`src/rtl/core_run_ctrl.sv`:
```
`default_nettype none
// +----------------------------------------------------------------------------+
// | Module      : core_run_ctrl                                                |
// | Description : Run controller for a small core: gates host instruction-     |
// |               memory loads, sequences IDLE/CLR/RUN/DONE, counts RUN cycles.|
// |               Optional watchdog enabled by macro CORE_RUN_CYCLE_LIMIT_EN.  |
// | Revision    : 1.0 - initial release                                        |
// +----------------------------------------------------------------------------+
module core_run_ctrl #(
  parameter int IMEM_AW    = 8,
  parameter int MAX_CYCLES = 1000
) (
  input  logic               clk,
  input  logic               reset_n,
  input  logic               i_run,
  input  logic [6:0]         i_opcode,
  input  logic               i_host_we,
  input  logic [IMEM_AW-1:0] i_host_addr,
  input  logic [31:0]        i_host_wdata,
  output logic               o_imem_we,
  output logic [IMEM_AW-1:0] o_imem_addr,
  output logic [31:0]        o_imem_wdata,
  output logic               o_core_reset_n,
  output logic               o_run_pc,
  output logic               o_running,
  output logic               o_done,
  output logic [31:0]        o_cycle_cnt,
  output logic               o_wr_reject,
  output logic               o_timeout
);

  typedef enum logic [1:0] {
    S_IDLE = 2'd0,
    S_CLR  = 2'd1,
    S_RUN  = 2'd2,
    S_DONE = 2'd3
  } state_t;

  localparam logic [6:0] c_op_system = 7'b1110011;

  state_t      r_state;
  state_t      w_next;
  logic        w_host_open;
  logic        w_halt;
  logic        w_limit;
  logic        r_core_reset_n;
  logic        r_run_pc;
  logic        r_running;
  logic        r_done;
  logic        r_wr_reject;
  logic [31:0] r_cycle_cnt;

  assign w_host_open = (r_state == S_IDLE) || (r_state == S_DONE);
  assign w_halt      = (r_state == S_RUN) && (i_opcode == c_op_system);

`ifdef CORE_RUN_CYCLE_LIMIT_EN
  // The RUN cycle that lifts the count onto MAX_CYCLES is the last one.
  localparam logic [31:0] c_limit_m1 = 32'(MAX_CYCLES - 1);
  logic r_timeout;

  assign w_limit   = (r_state == S_RUN) && (r_cycle_cnt >= c_limit_m1);
  assign o_timeout = r_timeout;

  always_ff @(posedge clk or negedge reset_n) begin
    if (!reset_n) begin
      r_timeout <= 1'b0;
    end else if (w_next == S_CLR) begin
      r_timeout <= 1'b0;
    end else if (w_limit) begin
      r_timeout <= 1'b1;
    end
  end
`else
  logic w_unused_max;
  assign w_unused_max = ^32'(MAX_CYCLES);
  assign w_limit      = 1'b0;
  assign o_timeout    = 1'b0;
`endif

  always_comb begin
    w_next = r_state;
    case (r_state)
      S_IDLE:  if (i_run) w_next = S_CLR;
      S_DONE:  if (i_run) w_next = S_CLR;
      S_CLR:   w_next = S_RUN;
      S_RUN:   if (w_halt || w_limit) w_next = S_DONE;
      default: w_next = S_IDLE;
    endcase
  end

  // Status outputs are registered from the next state so they align with it.
  always_ff @(posedge clk or negedge reset_n) begin
    if (!reset_n) begin
      r_state        <= S_IDLE;
      r_core_reset_n <= 1'b0;
      r_run_pc       <= 1'b0;
      r_running      <= 1'b0;
      r_done         <= 1'b0;
      r_wr_reject    <= 1'b0;
      r_cycle_cnt    <= 32'd0;
    end else begin
      r_state        <= w_next;
      r_core_reset_n <= (w_next != S_CLR);
      r_run_pc       <= (w_next == S_RUN);
      r_running      <= (w_next == S_RUN);
      r_done         <= (w_next == S_DONE);
      r_wr_reject    <= i_host_we && !w_host_open;
      if (w_next == S_CLR) begin
        r_cycle_cnt <= 32'd0;
      end else if ((r_state == S_RUN) && (r_cycle_cnt != 32'hFFFF_FFFF)) begin
        r_cycle_cnt <= r_cycle_cnt + 32'd1;
      end
    end
  end

  assign o_imem_we      = i_host_we && w_host_open;
  assign o_imem_addr    = o_imem_we ? i_host_addr  : '0;
  assign o_imem_wdata   = o_imem_we ? i_host_wdata : 32'd0;
  assign o_core_reset_n = r_core_reset_n;
  assign o_run_pc       = r_run_pc;
  assign o_running      = r_running;
  assign o_done         = r_done;
  assign o_cycle_cnt    = r_cycle_cnt;
  assign o_wr_reject    = r_wr_reject;

endmodule
`default_nettype wire
```
`config.mk`:
```
export PLATFORM = sky130hd
export DESIGN_NAME = core_run_ctrl
export DESIGN_NICKNAME = d
export VERILOG_FILES = /design/src/rtl/core_run_ctrl.sv
export SDC_FILE = /design/constraint.sdc
export NUM_CORES = 1
export LEC_CHECK = 0
export BUFFER_PORTS_ARGS = -buffer_cell sky130_fd_sc_hd__buf_2
export CORE_MARGIN = 3
export CORE_UTILIZATION = 40
export DETAILED_ROUTE_END_ITERATION = 8
export PLACE_DENSITY = 0.76
export SLEW_MARGIN = 10
export SYNTH_ARGS = -nofsm -noshare
export SYNTH_HDL_FRONTEND = slang
export SYNTH_SLANG_ARGS = --single-unit
```
`constraint.sdc`:
```
create_clock -name clk -period 1.95 [get_ports clk]
set_input_delay 0.195 -clock clk [delete_from_list [all_inputs] [get_ports clk]]
set_output_delay 0.195 -clock clk [all_outputs]
set_load 0.03 [all_outputs]
```
* Word-level counts from Yosys, hierarchy flattened
Cells that the tools add are included.
** Operators by class
- $add $sub $neg :: 1
- Eq/ne operators :: 9
- Multiplexer cells :: 7
- Reduce and logical (&&, ||, !) cells :: 9
** Operators with widths (number)
- $mux 32 :: 3
- $add 32x1->32 const B :: 1
- $ne 32x32->1 const B :: 1
- $eq 2x2->1 const B :: 4
- $mux 8 :: 1
- $eq 7x7->1 const B :: 1
- $pmux 2 s3 :: 1
- $eq 2x1->1 const B :: 2
- $logic_and 1x1->1 :: 4
- $mux 2 :: 2
- $logic_not 2->1 :: 1
- $ne 2x1->1 const B :: 1
- $reduce_bool 2->1 :: 1
- $reduce_or 2->1 :: 1
- $logic_not 1->1 :: 1
- $logic_or 1x1->1 :: 1
** Storage, ports and cells
- Bits in registers :: 38
- Input port bits :: 51
- Output and inout port bits :: 79
- Word-level logic and storage cells :: 32

* Logic depth before layout (Yosys ltp)
Gate-level depths: netlist of run 1.
- Depth after elaboration :: 6
- Depth in mapped cells :: 9

* Least setup slack after synthesis of run 1
Ideal clock, no wire load.
- Path kind :: register -> register
- Start :: register r_cycle_cnt[11] (netlist: o_cycle_cnt[11])
- End :: register r_cycle_cnt[25] (netlist: o_cycle_cnt[25])
- Setup time :: 119 ps
- Arrival :: 2013 ps
- Data required time :: 1831 ps
- Slack :: -181 ps
- Cell stages (with the launch flop) :: 7
- Period minus slack after synthesis :: 2131 ps
- Cells stage by stage :: dfrtp_1 > nand4_2 > or4_1 > buf_2 > o211ai_4 > nor4_1 > o21a_1
** Between the ends
- Longest elaborated chain between the ends :: 3
** Ends and longest elaborated chain
- from (decl) :: line 51 : logic [31:0] r_cycle_cnt;
- from (signal assigned) :: line 111 : r_cycle_cnt <= r_cycle_cnt + 32'd1;
- $add 32x1->32 or $ne 32x32->1 (tied branches) :: line 111, 110
- $mux 32 or $logic_and 1x1->1 (tied branches) :: line 110 : end else if ((r_state == S_RUN) && (r_cycle_cnt != 32'hFFFF_FFFF)) begin
- $mux 32 or $reduce_bool 2->1 (tied branches)
Parallel ways exist; a longest one is shown, timed or not. The select of a mux whose other input is x is not followed.
A chain may end at the register's enable or synchronous reset.

* Worst setup path after layout of run 1
- Start :: register r_state[0]
- End :: register r_cycle_cnt[17] (netlist: o_cycle_cnt[17])
** Between the ends
- Longest elaborated chain between the ends :: 6
** Ends and longest elaborated chain
- from (decl) :: line 41 : state_t r_state;
- from (signal assigned) :: line 102 : r_state <= w_next;
- $eq 2x2->1 :: line 54, 82, 110
- $logic_and 1x1->1 :: line 54 : assign w_halt = (r_state == S_RUN) && (i_opcode == c_op_system);
- $mux 2 :: line 86 : S_RUN: if (w_halt || w_limit) w_next = S_DONE;
- $pmux 2 s3 :: line 82 : case (r_state)
- $eq 2x1->1 :: line 108 : if (w_next == S_CLR) begin
- $mux 32 or $reduce_bool 2->1 (tied branches)
Parallel ways exist; a longest one is shown, timed or not.

==> results of run 1 <==
-- path summary, 6_finish.rpt --
path                                    to  slack [ns]  cells past startpoint
setup / recovery           o_cycle_cnt[17]       -0.02                      8
hold / removal                      o_done        0.23                      3
setup reg to reg           o_cycle_cnt[17]       -0.02                      8
hold reg to reg            o_cycle_cnt[22]        0.59                      2
max in group asynchronous  o_cycle_cnt[13]        1.34                      3
min in group asynchronous  o_cycle_cnt[14]        0.38                      3
-- stage by stage --
stage          instances  cell area [um^2]
6_report             490              3532
5_1_grt              490              3532
4_1_cts              483              3392
3_5_place_dp         472              3258
3_3_place_gp         472              3258
2_1_floorplan        259              2346
-- timing repair --
item	4_1_cts	5_1_grt
resized for setup	5	21
hold buffers	1	0
hold endpoints to repair	38	0
setup buffers	2	7
setup endpoints to repair	14	31
pin swaps	3	11
-- cell type report --
type | count | area [um^2]
clock buffers | 8 | 80.08
inverters | 9 | 33.78
fillers | 448 | 1803
flip-flops and latches | 38 | 969.7
multi-input cells | 196 | 1370
well taps | 70 | 87.58
repair buffers | 169 | 991.0
-- routing by layer --
layer  vias up  global-route usage [%]  share of wire, %
li1       1273                       -                 -
met1      1217                   27.48                40
met2       110                   36.19                52
met3         9                   4.276               6.6
met4         0                   6.146               1.3
met5         -                       0                 0
-- cell usage after synthesis (all sizes together) --
cell type  instances  share of area (%)
o211ai             3                1.6
and4               4                1.5
a31oi              1               0.27
o31a               1               0.44
nor4               3               0.82
conb               1               0.16
or3               17                4.7
o2111ai            6                2.3
dfrtp             38                 41
nor3               3               0.87
nand4b             1               0.38
and2               5                1.4
inv                9                1.5
a21oi             16                3.5
o21a               2               0.65
nand3              8                1.7
buf                4                1.2
xnor2              2               0.76
nand2             17                2.8
ha                 2                1.1
o21ai             16                3.5
a211oi             1               0.33
mux2i              1               0.44
o311ai             1               0.38
o211a              1               0.44
xor2               9                3.4
nor2              15                2.4
nand4              7                2.8
nand3b             1               0.33
nor2b              1               0.27
a31o               2               0.76
or4                3               0.98
and3              43                 12
or2                1               0.27
nor4b              1               0.65
o31ai              1               0.33
clkbuf            12                2.0
-- state kept, by name, indices dropped and copies added, names as in the netlist --
register	flops
o_core_reset_n	1
o_cycle_cnt	32
r_state	2
o_running	1
o_done	1
o_wr_reject	1
-- layout by cell type, fill, tap and decap left out, types with 2 or more instances in the layout --
cell type / instances
nand4_4: 2
buf_12: 2
a21oi_2: 6
or3_1: 14
o21a_1: 2
o211ai_1: 2
a21oi_1: 10
buf_6: 2
dfrtp_2: 15
dfrtp_1: 23
or3_4: 3
and2_1: 5
and4_1: 3
clkbuf_8: 5
ha_2: 2
nand4_1: 5
xor2_1: 9
clkbuf_1: 3
and3_1: 42
nand3_1: 7
buf_4: 35
nor4_1: 2
a31o_2: 2
o2111ai_1: 5
nor2_1: 14
xnor2_1: 2
inv_1: 9
nand2_1: 17
o21ai_0: 15
buf_2: 128
or4_4: 2
-- cells by family (layout without fill, tap and decap cells) --
| logic type | count (synthesis) | after routing |
|---|---|---|
| muxes | 1 | 1 |
| DFF | 38 | 38 |
| AOI/OAI and AO/OA | 51 | 51 |
| buffers and inverters | 25 | 186 |
| and+or+nand+nor | 130 | 130 |
| adders and majority gates | 2 | 2 |
| xor gates and xnor gates | 11 | 11 |
| other | 1 | 1 |
-- power groups by stage --
stage / registers [mW] / clock network [mW] / logic [mW]
3_3_place_gp: 1.35 / 0 / 2.77
6_report: 1.36 / 0.528 / 2.96
4_1_cts: 1.35 / 0.534 / 2.88
3_5_place_dp: 1.36 / 0 / 2.83
2_1_floorplan: 1.84 / 0 / 1.37
5_1_grt: 1.40 / 0.571 / 3.20
-- worst reg2reg max path: stages (launching register included) --
cell and delay [ns]:
dfrtp_1 0.38, inv_1 0.07, ha_2 0.17, and4_4 0.22, nor4b_4 0.22, buf_6 0.17, o211ai_4 0.11, or4_4 0.44
a21oi_2 0.13
==> results.sh, run 1 <==
export IMPL_status="finished, violations left"
export IMPL_power_switching_mw=2.537
export IMPL_cts_tree="yes"
export IMPL_grt_use_total_pct=21.35
export IMPL_clock_path_buffers=2
export IMPL_fmax_ghz=0.5072
export IMPL_cp_arrival_ns=2.19
export IMPL_htree_levels=2
export IMPL_routed_wl_mm=7.374
export IMPL_critPathKind="reg -> reg"
export IMPL_slowest_stage="or4_4"
export IMPL_dp_hpwl_mm=5.388
export IMPL_insertion_delay_ns=0.29
export IMPL_cts_buffers=5
export IMPL_synthMuxAreaShare_pct=0.4353
export IMPL_ant_nets=0
export IMPL_diodes=0
export IMPL_final_max_slew_viol_count=0
export IMPL_internal_power_mw=2.313
export IMPL_power_density_nw_per_um2=1373
export IMPL_crit_chain="inv_1 > ha_2 > and4_4 > nor4b_4 > buf_6 > o211ai_4 > or4_4 > a21oi_2"
export IMPL_grt_max_degree=43
export IMPL_crit_buf_inv=2
export IMPL_path_max_fanout=8
export IMPL_chipWidth_um=81.83
export IMPL_sw_frac_of_total_pct=52.31
export IMPL_yosys_area_share_simple_pct=33.73
export IMPL_ys_types=44
export IMPL_num_vias=2609
export IMPL_min_from="i_run"
export IMPL_initial_core_util_pct=43.11
export IMPL_finalCriticalPeriod_ns=1.972
export IMPL_synth_top_family_by_area="simple AND/OR/NAND/NOR gates"
export IMPL_cp_slowest_stage_delay_ns=0.43
export IMPL_fin_util_pct=66.21
export IMPL_grt_pass1_vias=2402
export IMPL_power_share_clock_pct=10.9
export IMPL_clkSinkCount=38
export IMPL_ys_seq_area_share_pct=41.35
export IMPL_finalHoldViolCount=0
export IMPL_cts_root_buf="clkbuf_8"
export IMPL_core_um2=5335
export IMPL_crit_family="simple AND/OR/NAND/NOR gates"
export IMPL_p_leak_nw=1.915
export IMPL_syn_area_um2=2300
export IMPL_antenna_found_initial=0
export IMPL_synth_net_count=312
export IMPL_grt_pass1_wl_mm=11.20
export IMPL_grt_setup_unrepaired="yes"
export IMPL_ys_ff_latch=38
export IMPL_grt_overflow=0
export IMPL_drive_gt1_share_pct=51.90
export IMPL_layout_nets=472
export IMPL_hold_class="in -> reg"
export IMPL_cts_clk_slew_worst_paths_ns=0.07
export IMPL_yosysWarnings=0
export IMPL_syn_inst=259
export IMPL_r2r_start="r_state[0]"
export IMPL_dp_slack_ns=-0.05764
export IMPL_syn2layout_area_growth_pct=53.59
export IMPL_clock_skew_ns=0.007771
export IMPL_drt_first_pass_iters=4
export IMPL_maxCapViolCount=0
export IMPL_portBuffers=128
export IMPL_p_total_mw=4.850
export IMPL_die_height_um=81.83
export IMPL_dieArea_um2=6695
export IMPL_route_detailed_drc=0
export IMPL_num_io_pins=130
export IMPL_critPathLaunchType="flip-flop"
export IMPL_drt_iter0_drc=137
export IMPL_period_share_pct=101.1
export IMPL_synth_compound_area_share_pct=14.42
export IMPL_yosys_area_share_adder_pct=1.088
export IMPL_num_rows=26
export IMPL_end_kind="flip-flop"
export IMPL_cp_data_required_time_ns=2.17
export IMPL_viasPerCell=5.324
export IMPL_tns_ns=-0.02159
export IMPL_combPwrFrac_pct=61.1
export IMPL_violations="setup timing"
export IMPL_routedWlPerCell_um=15.05
export IMPL_vdd_drop_max_v=0.0007013
export IMPL_critPathLaunch="r_state[0]"
export IMPL_pwr_share_seq_pct=28.0
export IMPL_setup_violations=1
export IMPL_synthXorXnorAreaFrac_pct=4.189
export IMPL_gp_congestion=0.7928
export IMPL_layout_setup_ws_ns=-0.02159
export IMPL_holdWs_ns=0.2302
export IMPL_syn_area_per_cell_um2=8.879
(Power assumes the default switching activity.)
==> run 2: changes to the inputs <==
--- a/config.mk
+++ b/config.mk
@@ -7,9 +7,9 @@
 export LEC_CHECK = 0
 export BUFFER_PORTS_ARGS = -buffer_cell sky130_fd_sc_hd__buf_2
 export CORE_MARGIN = 3
-export CORE_UTILIZATION = 40
+export CORE_UTILIZATION = 48
 export DETAILED_ROUTE_END_ITERATION = 8
-export PLACE_DENSITY = 0.76
+export PLACE_DENSITY = 0.85
 export SLEW_MARGIN = 10
 export SYNTH_ARGS = -nofsm -noshare
 export SYNTH_HDL_FRONTEND = slang
==> constraint.sdc (replaced) <==
create_clock -name clk -period 2.5 [get_ports clk]
set_input_delay 0.25 -clock clk [delete_from_list [all_inputs] [get_ports clk]]
set_output_delay 0.25 -clock clk [all_outputs]
set_load 0.03 [all_outputs]
==> results.sh, run 2 (synthesis gave the netlist of run 1 again) <==
export IMPL_place_area_um2=2998
export IMPL_largest_register_ffs=32
export IMPL_grt_setup_unrepaired="no"
export IMPL_chipWidth_um=75.22
export IMPL_route_detailed_drc=0
export IMPL_worstMarginPinSlew_ns=0.8344
export IMPL_syn2layout_area_growth_pct=34.71
export IMPL_initial_core_util_pct=51.40
export IMPL_grt_max_degree=44
export IMPL_route_met3_wl_um=497
export IMPL_diodes=0
export IMPL_die_height_um=75.22
export IMPL_setup_violations=0
export IMPL_dieArea_um2=5657
export IMPL_cts_tree="yes"
export IMPL_finalCriticalPeriod_ns=2.221
export IMPL_cp_arrival_ns=2.44
export IMPL_num_io_pins=130
export IMPL_num_rows=24
export IMPL_gp_congestion=0.8630
export IMPL_postCtsHoldBufs=0
export IMPL_path_max_fanout=7
export IMPL_critPathLaunchType="flip-flop"
export IMPL_maxCapViolCount=0
export IMPL_clock_skew_ns=0.009326
export IMPL_insertion_delay_ns=0.30
export IMPL_grt_overflow=0
export IMPL_drt_iter0_drc=176
export IMPL_end_kind="flip-flop"
export IMPL_vdd_drop_max_v=0.0006275
export IMPL_postCtsResizedCells=0
export IMPL_portBuffers=128
export IMPL_hold_class="in -> async"
export IMPL_p_leak_nw=1.747
export IMPL_r2r_end="o_cycle_cnt[31]"
export IMPL_final_cell_mix="128 x buf_2, 42 x and3_1, 38 x dfrtp_1, 17 x nand2_1"
export IMPL_drt_met1_wl_mm=2.806
export IMPL_htree_levels=2
export IMPL_final_max_slew_viol_count=0
export IMPL_finalHoldViolCount=0
export IMPL_tns_ns=0
export IMPL_period_share_pct=88.84
export IMPL_cts_root_buf="clkbuf_8"
export IMPL_antenna_found_initial=0
export IMPL_core_um2=4474
export IMPL_ff2ff_setup_slack_ns=0.28
export IMPL_dp_hpwl_mm=5.209
export IMPL_post_cts_setup_buffers=0
export IMPL_met2WireLength_mm=3.537
export IMPL_drt_first_pass_iters=4
export IMPL_max_slew_margin_rel_pct=44.37
export IMPL_cp_data_required_time_ns=2.72
export IMPL_grt_pass1_vias=2341
export IMPL_drive_gt1_share_pct=39.90
export IMPL_viasPerCell=5.680
export IMPL_grt_pass1_wl_mm=10.70
export IMPL_cts_buffers=5
export IMPL_critPathKind="reg -> reg"
export IMPL_num_vias=2488
export IMPL_routedWlPerCell_um=15.98
export IMPL_rr_worst_depth=7
export IMPL_r2r_start="r_state[0]"
export IMPL_fmax_ghz=0.4503
export IMPL_p_total_mw=3.582
export IMPL_power_density_nw_per_um2=1156
export IMPL_finalInstanceArea_um2=3098
export IMPL_ant_nets=0
export IMPL_fin_util_pct=69.24
export IMPL_grt_use_total_pct=24.67
export IMPL_clkSinkCount=38
export IMPL_status="complete, no violations"
export IMPL_final_common_cell="buf_2"
export IMPL_cts_clk_slew_worst_paths_ns=0.07
export IMPL_layout_nets=438
export IMPL_clock_path_buffers=2
export IMPL_top_layer="met4"
export IMPL_routed_wl_mm=6.999
==> run 2: area by class of cell <==
type,instances,area [um^2]
fillers,364,1376
multi-input cells,196,1251
flip-flops and latches,38,950.9
repair buffers,135,705.7
clock buffers,7,86.33
well taps,52,65.06
inverters,9,33.78
clock inverters,1,5.005
==> run 2: per-layer routing <==
| layer | track usage (%) | up-vias |
|---|---|---|
| met5 | 0 | - |
| met4 | 11.07 | 0 |
| met3 | 5.073 | 13 |
| met2 | 40.72 | 110 |
| met1 | 31.16 | 1159 |
| li1 | - | 1206 |
==> run 2: report_power, final <==
| part | total, mW | internal [mW] | switching, mW |
|---|---|---|---|
| Clock | 0.447 | 0.223 | 0.225 |
| Combinational | 2.05 | 0.611 | 1.44 |
| Sequential | 1.09 | 0.823 | 0.263 |
==> run 2: worst max-delay path by stage <==
stage / from / end / slack (ns) / cells after the start
floorplan: o_cycle_cnt[11] / o_cycle_cnt[25] / 0.37 / 6
global placement: r_state[0] / o_cycle_cnt[31] / 0.29 / 7
detailed placement: r_state[0] / o_cycle_cnt[31] / 0.20 / 7
CTS: r_state[0] / o_cycle_cnt[31] / 0.17 / 7
global route: r_state[0] / o_cycle_cnt[23] / 0.11 / 7
finish: r_state[0] / o_cycle_cnt[31] / 0.28 / 7
==> run 2: through the flow <==
step | worst slack (ns) | hold slack [ns] | std cells
3_5_place_dp | 0.2004 | 0.4031 | 430
4_1_cts | 0.1672 | 0.08090 | 438
6_report | 0.2791 | 0.04720 | 438
3_3_place_gp | 0.2892 | 0.3875 | 430
2_1_floorplan | 0.3686 | -0.04559 | 259
5_1_grt | 0.1073 | 0.1183 | 438
==> run 2: critical path, stage by stage (launching register included) <==
cell and delay (ns):
dfrtp_1 0.39, inv_1 0.07, ha_1 0.24, and4_1 0.25, nor4b_4 0.34, o311ai_1 0.30, or3_1 0.42, a21oi_1 0.14
